$ cat src/rtl/alu_bist.sv
// Self-test engine for the 16-bit add/sub ALU: drives eight hardwired vectors,
// checks OUT/ZERO against a golden model and reports pass, first failure and error count.
module alu_bist #(
  parameter int WIDTH       = 16,
  parameter int NUM_VECTORS = 8
) (
  input  logic             CLK,
  input  logic             RESET,
  input  logic             START,
  output logic [WIDTH-1:0] ALU_SRCA,
  output logic [WIDTH-1:0] ALU_SRCB,
  output logic             ALU_OP,
  input  logic [WIDTH-1:0] ALU_OUT,
  input  logic             ALU_ZERO,
  output logic             BUSY,
  output logic             DONE,
  output logic             PASS,
  output logic [2:0]       FAIL_INDEX,
  output logic [3:0]       ERR_COUNT,
  output logic [1:0]       DBG_STATE
);

  typedef enum logic [1:0] {
    S_IDLE   = 2'd0,
    S_DRIVE  = 2'd1,
    S_SAMPLE = 2'd2,
    S_FINISH = 2'd3
  } state_t;

  state_t           r_state;
  state_t           w_next_state;
  logic [2:0]       r_idx;
  logic [WIDTH-1:0] r_srca;
  logic [WIDTH-1:0] r_srcb;
  logic             r_op;
  logic             r_busy;
  logic             r_done;
  logic             r_pass;
  logic [2:0]       r_fail_index;
  logic [3:0]       r_err_count;

  logic             w_accept;
  logic             w_sample;
  logic             w_last;
  logic             w_load;
  logic [2:0]       w_load_idx;
  logic [WIDTH-1:0] w_exp;
  logic             w_fail;
  logic [WIDTH-1:0] w_vec_a;
  logic [WIDTH-1:0] w_vec_b;
  logic             w_vec_op;

  // State register
  always_ff @(posedge CLK) begin
    if (RESET) r_state <= S_IDLE;
    else       r_state <= w_next_state;
  end

  // Next-state logic
  always_comb begin
    w_next_state = r_state;
    case (r_state)
      S_IDLE:   if (START) w_next_state = S_DRIVE;
      S_DRIVE:  w_next_state = S_SAMPLE;
      S_SAMPLE: w_next_state = w_last ? S_FINISH : S_DRIVE;
      S_FINISH: w_next_state = S_IDLE;
      default:  w_next_state = S_IDLE;
    endcase
  end

  // Output/control decode; the golden model works on the registered operands
  always_comb begin
    w_accept   = (r_state == S_IDLE) && START;
    w_sample   = (r_state == S_SAMPLE);
    w_last     = (r_idx == 3'(NUM_VECTORS - 1));
    w_load     = w_accept || (w_sample && !w_last);
    w_load_idx = w_accept ? 3'd0 : 3'(r_idx + 3'd1);
    w_exp      = r_op ? (r_srca - r_srcb) : (r_srca + r_srcb);
    w_fail     = w_sample && ((ALU_OUT != w_exp) || (ALU_ZERO != (w_exp == '0)));
  end

  // Hardwired vector table (A, B, OP); OP 1 = subtract
  always_comb begin
    w_vec_a  = WIDTH'(5);
    w_vec_b  = WIDTH'(5);
    w_vec_op = 1'b0;
    case (w_load_idx)
      3'd0: begin w_vec_a = WIDTH'(5);  w_vec_b = WIDTH'(5);  w_vec_op = 1'b0; end
      3'd1: begin w_vec_a = WIDTH'(5);  w_vec_b = WIDTH'(-3); w_vec_op = 1'b0; end
      3'd2: begin w_vec_a = WIDTH'(-5); w_vec_b = WIDTH'(-3); w_vec_op = 1'b0; end
      3'd3: begin w_vec_a = WIDTH'(5);  w_vec_b = WIDTH'(-4); w_vec_op = 1'b1; end
      3'd4: begin w_vec_a = WIDTH'(5);  w_vec_b = WIDTH'(-3); w_vec_op = 1'b1; end
      3'd5: begin w_vec_a = WIDTH'(-5); w_vec_b = WIDTH'(-3); w_vec_op = 1'b1; end
      3'd6: begin w_vec_a = WIDTH'(5);  w_vec_b = WIDTH'(-5); w_vec_op = 1'b0; end
      3'd7: begin w_vec_a = WIDTH'(5);  w_vec_b = WIDTH'(5);  w_vec_op = 1'b1; end
      default: ;
    endcase
  end

  always_ff @(posedge CLK) begin
    if (RESET) begin
      r_idx        <= '0;
      r_srca       <= '0;
      r_srcb       <= '0;
      r_op         <= 1'b0;
      r_busy       <= 1'b0;
      r_done       <= 1'b0;
      r_pass       <= 1'b0;
      r_fail_index <= '0;
      r_err_count  <= '0;
    end else begin
      r_done <= 1'b0;
      if (w_accept) begin
        r_busy       <= 1'b1;
        r_pass       <= 1'b0;
        r_fail_index <= '0;
        r_err_count  <= '0;
      end
      if (w_load) begin
        r_idx  <= w_load_idx;
        r_srca <= w_vec_a;
        r_srcb <= w_vec_b;
        r_op   <= w_vec_op;
      end
      if (w_fail) begin
        if (r_err_count != 4'hF) r_err_count  <= r_err_count + 4'd1;
        if (r_err_count == 4'd0) r_fail_index <= r_idx;
      end
      // A nonzero error count can only come from an earlier vector of this run
      if (w_sample && w_last) begin
        r_pass <= !w_fail && (r_err_count == 4'd0);
        r_done <= 1'b1;
        r_busy <= 1'b0;
      end
    end
  end

  assign ALU_SRCA   = r_srca;
  assign ALU_SRCB   = r_srcb;
  assign ALU_OP     = r_op;
  assign BUSY       = r_busy;
  assign DONE       = r_done;
  assign PASS       = r_pass;
  assign FAIL_INDEX = r_fail_index;
  assign ERR_COUNT  = r_err_count;
  assign DBG_STATE  = r_state;

endmodule
$ cat config.mk
export PLATFORM = sky130hd
export DESIGN_NAME = alu_bist
export DESIGN_NICKNAME = d
export VERILOG_FILES = /design/src/rtl/alu_bist.sv
export SDC_FILE = /design/constraint.sdc
export NUM_CORES = 1
export LEC_CHECK = 0
export ABC_AREA = 1
export CAP_MARGIN = 20
export CORE_AREA = 2 2 115 84
export CTS_CLUSTER_SIZE = 20
export DETAILED_ROUTE_END_ITERATION = 7
export DIE_AREA = 0 0 117 86
export PLACE_DENSITY = 0.62
export SLEW_MARGIN = 10
export SYNTH_ARGS = -nofsm -noshare
export SYNTH_HDL_FRONTEND = slang
export SYNTH_SLANG_ARGS = --single-unit
export TNS_END_PERCENT = 100
$ cat constraint.sdc
create_clock -name CLK -period 6.4 [get_ports CLK]
set_input_delay 1.28 -clock CLK [delete_from_list [all_inputs] [get_ports CLK]]
set_output_delay 1.28 -clock CLK [all_outputs]
set_load 0.005 [all_outputs]
* Word level (Yosys, flattened, before mapping)
Memory sizes are Yosys's and may differ from the RTL's. A register that Yosys moved wholly into a read port is not among the register bits.
Cells that the tools add are included.
** Word-level totals
- Bits in registers :: 31
- Memory bits (read-only) :: 256
- Output and inout port bits :: 45
- Memories kept :: 1
** Cells by class
- $add $sub $neg :: 4
- Equal/unequal tests :: 8
- Mux-type cells :: 14
- Reduce and logical (&&, ||, !) cells :: 14
** Memory list
- (no name shown) :: words 8, bits a word 32, rd ports 1, clocked after Yosys merged registers in 1, wr ports 0, RTL line 87 : case (w_load_idx)
** Operator list (count)
- $add A16 B16 Y16 :: 1
- $logic_not A16 Y1 :: 1
- $mux W16 :: 1
- $ne A16 B16 Y1 :: 1
- $sub A16 B16 Y16 :: 1
- $mux W3 :: 4
- $mux W4 :: 3
- $pmux W2 S4 :: 1
- $logic_and A1 B1 Y1 :: 5
- $add A4 B1 Y4 const B :: 1
- $eq A2 B2 Y1 const B :: 2
- $logic_not A4 Y1 :: 1
- $mux W2 :: 2
- $ne A4 B4 Y1 const B :: 1
- $add A3 B1 Y3 const B :: 1
- $eq A3 B3 Y1 const B :: 1
- $mux W1 :: 3
- $eq A2 B1 Y1 const B :: 1
- $logic_not A1 Y1 :: 2
- $logic_not A2 Y1 :: 1
- $logic_or A1 B1 Y1 :: 2
- $ne A2 B2 Y1 const B :: 1
- $reduce_bool A2 Y1 :: 1
- $reduce_or A2 Y1 :: 1
- $ne A1 B1 Y1 :: 1

* Logic depth before layout (Yosys ltp)
- Depth in word-level cells :: 9
- Gate-level depth with buffers :: 26
- Mapped depth without buffers :: 25

* Worst setup path after synthesis
OpenSTA, ideal clock, no wires.
- Path type :: register -> register
- Start point :: register r_srcb[15] (netlist: ALU_SRCB[15])
- End point :: register r_err_count[3] (netlist: ERR_COUNT[3])
- Library setup time :: 0.068 ns
- Arrival time :: 2.851 ns
- Required time :: 6.332 ns
- Slack :: 3.481 ns
- Stages on the path, launching flop included :: 22
- Buffers on the path :: 1
- Cell sequence :: dfxtp_1 > inv_1 > nand3_1 > ha_1 > inv_1 > o21ai_0 > ha_1 > buf_6 > nand2_1 > nand2_2 > a21oi_2 > nand3_2 > nand2_1 > and2_1 > nor2_1 > nor2_1 > nand3_1 > nor2_2 > nand2_4 > nand2_4 > nand2_1 > a21oi_2
** On the way
- Cells in the longest elaborated chain, start to end :: 7
- Elaborated cells between the ends (all ways) :: 9
- Those cells by class :: add/sub (2); eq/ne (2); mux (2); reduce/logical (3)
** RTL lines
- from (decl) :: RTL line 34 : logic [WIDTH-1:0] r_srcb;
- $add A16 B16 Y16 / $sub A16 B16 Y16 (equally long branches) :: RTL line 78 : w_exp = r_op ? (r_srca - r_srcb) : (r_srca + r_srcb);
- $mux W16 (*) :: RTL line 78
- $logic_not A16 Y1 :: RTL line 79 : w_fail = w_sample && ((ALU_OUT != w_exp) || (ALU_ZERO != (w_exp == '0)));
- $ne A1 B1 Y1 :: RTL line 79
- $logic_or A1 B1 Y1 (*) :: RTL line 79
- $logic_and A1 B1 Y1 (*) :: RTL line 79
- $mux W4 (*) :: RTL line 125 : if (w_fail) begin
- to (signal assigned) :: RTL line 126 : if (r_err_count != 4'hF) r_err_count <= r_err_count + 4'd1;
- to (decl) :: RTL line 40 : logic [3:0] r_err_count;
Every way passes the cells marked *; elsewhere a longest branch is shown, timed or not.
A chain may end at the register's enable or synchronous reset.

* Worst setup path in the final report
- Start point :: register r_srcb[15] (netlist: ALU_SRCB[15])
- End point :: register r_fail_index[0] (netlist: FAIL_INDEX[0])
** On the way
- Cells in the longest elaborated chain, start to end :: 7
- Elaborated cells between the ends (all ways) :: 9
- Those cells by class :: add/sub (2); eq/ne (2); mux (2); reduce/logical (3)
** RTL lines
- $add A16 B16 Y16 / $sub A16 B16 Y16 (equally long branches) :: RTL line 78
- $mux W16 (*) :: RTL line 78
- $logic_not A16 Y1 :: RTL line 79
- $ne A1 B1 Y1 :: RTL line 79
- $logic_or A1 B1 Y1 (*) :: RTL line 79
- $logic_and A1 B1 Y1 (*) :: RTL line 79
- $mux W3 (*) :: RTL line 125
- to (signal assigned) :: RTL line 127 : if (r_err_count == 4'd0) r_fail_index <= r_idx;
- to (decl) :: RTL line 39 : logic [2:0] r_fail_index;
Marks and branches as above.

==> metrics.csv <==
metric;value;unit
run_status;finished, final reports clean;
root_buffer;clkbuf_16;
crit_path_end_kind;flip-flop;
wl_met3;429;um
ff2ff_setup_slack;2.83;ns
startpoint_type;flip-flop;
fin_nets;510;
fin_cells;594;
synth-seq-cells;23;
slew_headroom;45.8;%
path_depth;22;
dieWidth;117;um
fmax;280;MHz
worstSetupPathType;reg2reg;
dp.cells;590;
gr-total-overflow;0;
synth_ff_type;dfxtp_1;
seq_area_frac_synth;17.5;%
drtIter0Drc;111;
cp_cell_sequence;inv_1 -> nand4_1 -> ha_1 -> inv_1 -> o21ai_0 -> ha_1 -> inv_1 -> nor2_1 -> nand2_1 -> nand2_2 -> nand2_1 -> nand2_1 -> nand2_1 -> nand3_1 -> nand2_1 -> nor2_1 -> nand3_1 -> nor2_2 -> nand2_4 -> nand2_4 -> nand2_1 -> a21oi_1;
crit_top_cell;nand2_1;
top_layer_used;met4;
die-area;0.0101;sq mm
cp_max_fo;15;
slowest_stage;dfxtp_1;
grt_max_degree;25;
cts_resized;0;
grt_pass1_wl;11600;um
dieHeight;86;um
tns;0;ns
htree_levels;1;
synth_cell_type_count;34;
n_antenna_cell;0;
start_util;29.6;%
synth_top_cell_area_share;18.2;%
cts_buffers;3;
r2r_end;FAIL_INDEX[0]$_SDFF_PP0_;
synth_top_family_by_area;simple AND/OR/NAND/NOR gates;
dr_wl_met2;2640;um
final-setup-viol-count;0;
rsz0062_at_grt;false;
clockBufferDepth;2;
synthAdderAreaFrac;9.31;%
coreArea;0.00889;sq mm
hold_viol;0;
synth_mux_area_share;1.28;%
r2r_cells;22;
insertion_delay;0.26;ns
period_needed;3.57;ns
synth-edff-count;0;
routedWlPerCell;11.5;um
drive_gt1_share;7.66;%
irDropWorstVdd;0.0000891;V
async_reset_ff_share;0;%
tightest_slew;0.812;ns
clock_skew;0.00209;ns
firstDrtPassIters;5;
cts_setup_buffers;0;
clock-sinks;23;
min-delay-start;PASS$_SDFFE_PP0P_;
yosys.area.top_type;nand2_1;
syn_to_final_growth;24.2;%
rr_startpoint;ALU_SRCB[15]$_SDFFE_PP0P_;
ios;65;
crit_required;6.57;ns
cp.arrival;3.75;ns
drc;0;
antenna_found_initial;0;
power_leakage;1.54;nW
port_buffers;64;
fin_crit_sh;55.8;%
slew_violations;0;
final_common_cell;nand2_1;
mostFrequentLayoutCells;nand2_1, clkdlybuf4s50_1, inv_1, nand3_1, nor2_1;
hold_class;reg2reg;
cts_hold_buf;0;
drv_cap;0;
syn_nets;474;
cts_tree;yes;
grt_usage;14.0;%
num_vias;2675;
powerDensity;193;mW/mm^2
wl;6810;um
ant_nets;0;
gp_congestion;0.954;
yosys-top-cells-area;nand2_1, dfxtp_1, ha_1;
clk_pin_slew;0.06;ns
crit_buf_inv;3;
yosys.area_share.simple;41.1;%
path_delay_family;simple AND/OR/NAND/NOR gates;
syn_area_per_cell;6.05;sq um
hold_path_depth;2;
yosys.area_share.xor_xnor;2.66;%
synthCells;435;
fillers;964;
dp_hpwl;5530;um
drt-met1-wl;3730;um
routed_via_density;4.50;
worstHoldEndpoint;PASS$_SDFFE_PP0P_;
yosys_warnings;0;
synth-compound-area-share;9.88;%
max_stage_delay;0.58;ns
syn-cell-area;0.00263;sq mm
row_count;29;
grt_pass1_vias;2498;
==> where the power goes <==
group | internal, mW | total [mW] | switching, mW
clock | 0.0841 | 0.137 | 0.0532
combinational | 0.132 | 0.333 | 0.202
sequential | 0.150 | 0.160 | 0.0101
total | 0.366 | 0.631 | 0.265
==> per-layer routing <==
metal,vias to the layer above,GRT usage (%)
li1,1425,-
met1,1154,22.6
met2,94,19.8
met3,2,1.84
met4,0,1.82
met5,-,0
==> logic make-up (layout without fill, tap and decap cells) <==
family,after synthesis,after routing
compound gates,46,46
mux,3,3
fa+ha+maj,19,19
flops,23,23
buf+inv,97,132
simple gates,239,239
xor+xnor,8,8
==> per-stage QoR <==
stage	total power [mW]	area (sq um)	util, %	hold WS, ns	setup slack, ns
2_1_floorplan	0.416	2630	-	0.455	3.48
3_3_place_gp	0.489	3190	35.9	0.462	2.97
3_5_place_dp	0.494	3190	35.9	0.474	2.81
4_1_cts	0.632	3270	36.8	0.483	2.79
5_1_grt	0.688	3270	36.8	0.521	2.32
6_report	0.631	3270	36.8	0.483	2.83
==> layout make-up <==
| type | instances | area [sq um] | area share, % |
|---|---|---|---|
| Clock buffer | 3 | 75.1 | 2.29 |
| Clock inverter | 1 | 5.00 | 0.153 |
| Inverter | 63 | 236 | 7.23 |
| Multi-Input combinational cell | 315 | 1690 | 51.7 |
| Sequential cell | 23 | 460 | 14.1 |
| Tap cell | 124 | 155 | 4.74 |
| Timing Repair Buffer | 65 | 648 | 19.8 |
==> synthesized netlist by cell type (5+ instances only) <==
master,number
buf_4,27
ha_1,18
nand4_1,8
a21oi_2,5
inv_1,58
nand2_1,128
nor2_1,39
nand3_1,39
dfxtp_1,23
nand2_2,6
nand2_4,5
o21ai_0,15
a21oi_1,19
xnor2_1,5
inv_2,5
==> worst reg2reg max path, stage by stage, from the launching register on <==
cell and delay, ns:
dfxtp_1 0.58, inv_1 0.21, nand4_1 0.15, ha_1 0.24, inv_1 0.05, o21ai_0 0.07
ha_1 0.52, inv_1 0.15, nor2_1 0.12, nand2_1 0.10, nand2_2 0.09, nand2_1 0.10
nand2_1 0.09, nand2_1 0.07, nand3_1 0.07, nand2_1 0.07, nor2_1 0.13, nand3_1 0.10
nor2_2 0.17, nand2_4 0.12, nand2_4 0.12, nand2_1 0.06, a21oi_1 0.12
==> state kept, by name, indices dropped and copies added (netlist names) <==
signal,flops
ALU_OP,1
r_idx,3
FAIL_INDEX,3
ALU_SRCA,3
DBG_STATE,2
ALU_SRCB,4
DONE,1
PASS,1
BUSY,1
ERR_COUNT,4
==> worst max path at each step <==
stage                              startpoint                  endpoint  slack, ns
CTS                 ALU_SRCB[15]$_SDFFE_PP0P_  FAIL_INDEX[1]$_SDFF_PP0_       2.79
finish              ALU_SRCB[15]$_SDFFE_PP0P_  FAIL_INDEX[0]$_SDFF_PP0_       2.83
detailed placement  ALU_SRCB[15]$_SDFFE_PP0P_  FAIL_INDEX[0]$_SDFF_PP0_       2.81
global route        ALU_SRCB[15]$_SDFFE_PP0P_  FAIL_INDEX[1]$_SDFF_PP0_       2.32
global placement    ALU_SRCB[15]$_SDFFE_PP0P_   ERR_COUNT[0]$_SDFF_PP0_       2.97
floorplan           ALU_SRCB[15]$_SDFFE_PP0P_   ERR_COUNT[3]$_SDFF_PP0_       3.48
Power figures use the tool's default switching activity.
